**src/rtl/alu_md.sv**
```systemverilog
// alu_md: RISC-V style ALU with iterative multiply/divide behind a valid/ready handshake.
// Ports:
//   clk, reset            clock and synchronous active-high reset
//   in_valid / in_ready   request handshake; ctl, a, b are captured on accept
//   kill                  abort whatever is in flight and return to idle
//   out_valid / out_ready result handshake; result holds while out_valid=1
module alu_md #(
    parameter int XLEN = 32,
    parameter int SHW  = $clog2(XLEN)
) (
    input  logic            clk,
    input  logic            reset,
    input  logic            in_valid,
    output logic            in_ready,
    input  logic [4:0]      ctl,
    input  logic [XLEN-1:0] a,
    input  logic [XLEN-1:0] b,
    input  logic            kill,
    output logic            out_valid,
    input  logic            out_ready,
    output logic [XLEN-1:0] result
);
    typedef enum logic [1:0] {IDLE, BUSY, DONE} state_t;
    state_t            state;
    logic [SHW-1:0]    cnt;
    logic [2*XLEN-1:0] acc, acc_nx, prod;
    logic [XLEN-1:0]   opd, short_res, ma, mb, dres, dfin, long_res;
    logic [XLEN:0]     sum, rs, diff;
    logic [SHW-1:0]    sh;
    logic [2:0]        op;
    logic              neg, sa, sb, neg_in, is_long;

    assign in_ready = (state == IDLE) && !reset;
    assign is_long  = ctl[4] && !ctl[3];
    assign sh       = b[SHW-1:0];

    // Long ops run on magnitudes; sa/sb mark which operands are treated as signed.
    assign sa = a[XLEN-1] && (ctl == 5'd17 || ctl == 5'd18 || ctl == 5'd20 || ctl == 5'd22);
    assign sb = b[XLEN-1] && (ctl == 5'd17 || ctl == 5'd20 || ctl == 5'd22);
    assign ma = sa ? -a : a;
    assign mb = sb ? -b : b;
    // Quotient sign is suppressed on divide-by-zero so DIV still yields all ones;
    // remainder sign follows the dividend.
    assign neg_in = !ctl[2] ? sa ^ sb : ctl[1] ? sa : (sa ^ sb) && (b != '0);

    always_comb begin
        short_res = '0;
        case (ctl)
            5'd0:    short_res = a + b;
            5'd1:    short_res = a - b;
            5'd2:    short_res = XLEN'($signed(a) < $signed(b));
            5'd3:    short_res = XLEN'(a < b);
            5'd4:    short_res = a ^ b;
            5'd5:    short_res = a | b;
            5'd6:    short_res = a & b;
            5'd7:    short_res = a << sh;
            5'd8:    short_res = a >> sh;
            5'd9:    short_res = $signed(a) >>> sh;
            default: short_res = '0;
        endcase
    end

    // Multiply: acc = {partial, multiplier}; add opd when lsb set, shift right.
    assign sum = {1'b0, acc[2*XLEN-1:XLEN]} + (acc[0] ? {1'b0, opd} : '0);
    // Divide: acc = {remainder, quotient}; shift left, trial-subtract divisor, restore on borrow.
    assign rs     = acc[2*XLEN-1:XLEN-1];
    assign diff   = rs - {1'b0, opd};
    assign acc_nx = op[2] ? (diff[XLEN] ? {rs[XLEN-1:0], acc[XLEN-2:0], 1'b0}
                                        : {diff[XLEN-1:0], acc[XLEN-2:0], 1'b1})
                          : {sum, acc[XLEN-1:1]};

    assign prod     = neg ? -acc_nx : acc_nx;
    assign dres     = op[1] ? acc_nx[2*XLEN-1:XLEN] : acc_nx[XLEN-1:0];
    assign dfin     = neg ? -dres : dres;
    assign long_res = op[2] ? dfin : (op[1:0] == 2'd0 ? prod[XLEN-1:0] : prod[2*XLEN-1:XLEN]);

    always_ff @(posedge clk) begin
        if (reset) begin
            state     <= IDLE;
            cnt       <= '0;
            acc       <= '0;
            opd       <= '0;
            op        <= '0;
            neg       <= 1'b0;
            out_valid <= 1'b0;
            result    <= '0;
        end else if (kill) begin
            state     <= IDLE;
            cnt       <= '0;
            out_valid <= 1'b0;
            result    <= '0;
        end else begin
            case (state)
                IDLE: if (in_valid) begin
                    if (is_long) begin
                        state <= BUSY;
                        cnt   <= '0;
                        op    <= ctl[2:0];
                        neg   <= neg_in;
                        opd   <= ctl[2] ? mb : ma;
                        acc   <= {{XLEN{1'b0}}, ctl[2] ? ma : mb};
                    end else begin
                        state     <= DONE;
                        out_valid <= 1'b1;
                        result    <= short_res;
                    end
                end
                BUSY: begin
                    acc <= acc_nx;
                    cnt <= cnt + SHW'(1);
                    // The final iteration's value feeds the sign fix-up directly.
                    if (cnt == SHW'(XLEN - 1)) begin
                        state     <= DONE;
                        cnt       <= '0;
                        out_valid <= 1'b1;
                        result    <= long_res;
                    end
                end
                DONE: if (out_ready) begin
                    state     <= IDLE;
                    out_valid <= 1'b0;
                end
                default: state <= IDLE;
            endcase
        end
    end
endmodule

```
**config.mk**
```make
export PLATFORM = sky130hd
export DESIGN_NAME = alu_md
export DESIGN_NICKNAME = d
export VERILOG_FILES = /design/src/rtl/alu_md.sv
export SDC_FILE = /design/constraint.sdc
export NUM_CORES = 1
export LEC_CHECK = 0
export ABC_AREA = 1
export BUFFER_PORTS_ARGS = -buffer_cell sky130_fd_sc_hd__clkbuf_2
export CAP_MARGIN = 20
export CELL_PAD_IN_SITES_DETAIL_PLACEMENT = 0
export CELL_PAD_IN_SITES_GLOBAL_PLACEMENT = 1
export CORE_UTILIZATION = 48
export CTS_CLUSTER_SIZE = 25
export DETAILED_ROUTE_END_ITERATION = 8
export PLACE_DENSITY = 0.95
export SETUP_SLACK_MARGIN = 0.05
export SYNTH_ARGS = -nofsm -noshare
export SYNTH_HDL_FRONTEND = slang
export SYNTH_SLANG_ARGS = --single-unit
```
**constraint.sdc**
```tcl
create_clock -name clk -period 7.9 [get_ports clk]
set_input_delay 0.395 -clock clk [delete_from_list [all_inputs] [get_ports clk]]
set_output_delay 0.395 -clock clk [all_outputs]
set_load 0.05 [all_outputs]
```
==> impl_metrics.toml <==
[sta]
fmax_ghz = 0.184
skew_ns = 0.0144
rsz0062_at_grt = "false"
finalCritPeriodShare_pct = 68.8
tightest_slew_ns = 1.27
timing.setup.tns_ns = 0
worst_hold_slack_ns = 0.200
slew_headroom_pct = 14.4
finalSetupViolations = 0
layout_setup_ws_ns = 2.46
slew_violations = 0
period_minus_slack_ns = 5.44
finalHoldViolCount = 0

[global_route]
grtUsageTotal_pct = 48.2
overflow = 0
antenna_found_initial = 2
grt_max_degree = 83
grt_pass1_wl_um = 200000
grt_pass1_vias = 31200

[die]
die_area_um2 = 55700
die_h_um = 236
rows = 85
io_pins = 108
start_util_pct = 48.7
core_area_um2 = 53900
die_x_um = 236

[power]
power_frac_clock_pct = 27.7
netSwitchingFraction_pct = 49.2
internal_power_uw = 1640
p_leak_uw = 0.0145
ir_drop_v = 0.000176
total_power_uw = 3230
p_comb_share_pct = 49.2
net-switching-power_uw = 1590
seqPwrFrac_pct = 23.1
powerDensity_nw_per_um2 = 116

[critical_path]
worstPathArrival_ns = 5.85
max_stage_delay_ns = 0.39
required_ns = 8.31
end_kind = "flip-flop"
r2r_cells = 33
crit_top_cell = "nand3_1"
crit_path_max_fanout = 12
cp_slowest_cell = "fa_1"
critPathKind = "reg2reg"
crit_path_start_kind = "flip-flop"

[clocking]
clk_latency_ns = 0.48
clockBufferDepth = 2
cts_sinks = 140
htreeDepth = 4
cts_root_buf = "clkbuf_16"
cts_setup_buffers = 0
cts_tree = "built"
cts_hold_buf = 0
cts_buffers = 17
cts_resized = 0
clk_pin_slew_worst_paths_ns = 0.07

[detailed_routing]
drc_errors = 1
viasPerCell = 6.12
num_vias = 34100
drt-total-wl_um = 138000
antenna_left = 0
routedWlPerCell_um = 24.7
dr.pass1.iters = 9
dr.first_iter.drc_count = 4095

[synthesis]
synth_seq_cells = 140
synth_fp_nets = 5144
synth-main-ff-cell = "dfxtp_1"
yosys_warnings = 0
synth_edf_count = 0
async_reset_ff_share_pct = 0
syn_avg_cell_area_um2 = 5.36
syn-cell-area_um2 = 26300
synth_seq_area_share_pct = 10.7
ys_types = 75
synth_cells = 4899

[placement]
place_ws_ns = 2.67
hpwl_um = 111000
gp_congestion = 1.11
port_buffers = 107

[run]
maxCapViolations = 0

[min_path]
min_path_cells = 3
hold_path_class = "in2reg"

[cells_and_area]
final_nets = 5118
num_antenna_cells = 0
area.growth.synth_to_final_pct = 5.97
drive_gt1_share_pct = 6.71

[run_status]
violations = "design-rule violations"
status = "complete, but fails checks"
==> through the flow <==
step                instance area (um^2)  std cells  utilization [%]
finish                             27800       5582             51.6
global route                       27800       5582             51.6
CTS                                27800       5578             51.6
detailed placement                 27200       5546             50.4
global placement                   27200       5546             50.4
floorplan                          26300       4899                -
==> cell usage in the layout (no fill, tap or decap), types with 14 or more instances in the layout <==
cell       netlist  final
a21oi_1        406    406
o211ai_1        40     40
buf_4            3     48
nand3_2         14     14
inv_1          638    638
clkinv_1        16     14
o21ai_1         22     23
o21ai_0        378    377
xor2_1          98     98
or2_2           28     28
ha_1           167    167
nor2_1         444    440
nor2_2          17     20
nand4_1         55     55
a22oi_1         40     40
o21a_1          18     18
nand2_2         27     27
clkbuf_2         1    106
dfxtp_1        140    137
clkbuf_16        0     17
o221ai_1        28     28
nand2_1       1450   1450
o22ai_1         28     28
nor3_1          54     54
nand3_1        358    358
o21bai_1        16     16
a31oi_1         36     36
==> state kept, by name (all words and copies together), names as in the netlist <==
signal,flops
op,3
neg,1
state,2
acc,64
result,32
out_valid,1
opd,32
cnt,5
==> worst max-delay path: cells and delay by family, from the launching register on <==
family,cells,cell delay (ns)
and+or+nand+nor,25,3.66
adders and majority gates,3,0.79
buffers and inverters,4,0.39
DFF,1,0.32
AOI/OAI and AO/OA,1,0.18
==> final cells by class <==
class | count | area [um^2]
Clock buffer | 18 | 429
Clock inverter | 14 | 183
Fill cell | 6043 | 26100
Inverter | 664 | 2490
Multi-Input combinational cell | 3891 | 20100
Sequential cell | 140 | 2810
Tap cell | 696 | 871
Timing Repair Buffer | 159 | 926
==> path summary, 6_finish.rpt <==
check	startpoint	slack, ns	end
max	acc[31]$_SDFFE_PP0P_	2.46	result[30]$_SDFFE_PP0P_
min	out_ready	0.20	state[1]$_SDFFE_PP0P_
max reg2reg	acc[31]$_SDFFE_PP0P_	2.46	result[30]$_SDFFE_PP0P_
min reg2reg	cnt[4]$_SDFFE_PP0P_	0.49	cnt[4]$_SDFFE_PP0P_
==> metal layers <==
layer	share of wire (%)	GRT usage, %	vias to the layer above
li1	-	-	16000
met1	37	56.6	15500
met2	42	73.7	2099
met3	10	10.9	553
met4	10	42.7	4
met5	0.020	0	-
==> Yosys cell counts, types with 22 or more instances <==
cell type,count,area share (%)
nand2_1,1450,21
o21ai_0,378,7.2
nand4_1,55,1.3
o211ai_1,40,1.1
nor2_1,444,6.3
or2_2,28,0.67
buf_2,26,0.50
ha_1,167,8.0
a22oi_1,40,1.1
nand2_2,27,0.64
dfxtp_1,140,11
o21ai_1,22,0.42
a21oi_1,406,7.7
o221ai_1,28,0.93
a31oi_1,36,0.86
nand3_1,358,6.8
xor2_1,98,3.3
o22ai_1,28,0.67
nor3_1,54,1.0
inv_1,638,9.1
clkbuf_1,147,2.1
==> power by group through the flow <==
| stage | clock (uW) | combinational, uW | sequential (uW) |
|---|---|---|---|
| floorplan | 0 | 998 | 783 |
| global placement | 0 | 1510 | 760 |
| finish | 894 | 1590 | 745 |
| CTS | 893 | 1520 | 744 |
| global route | 918 | 1700 | 746 |
| detailed placement | 0 | 1510 | 760 |
==> cell families after synthesis <==
logic type | share of synthesized area (%)
AND/OR/NAND/NOR | 40.5
multiplexers | 0.343
adder cells (fa/ha/maj) | 8.26
AO/OA/AOI/OAI | 24.1
buffers and inverters | 12.8
flip-flops | 10.7
XOR/XNOR | 3.40
Note: power is estimated with default switching activity, not from simulation.
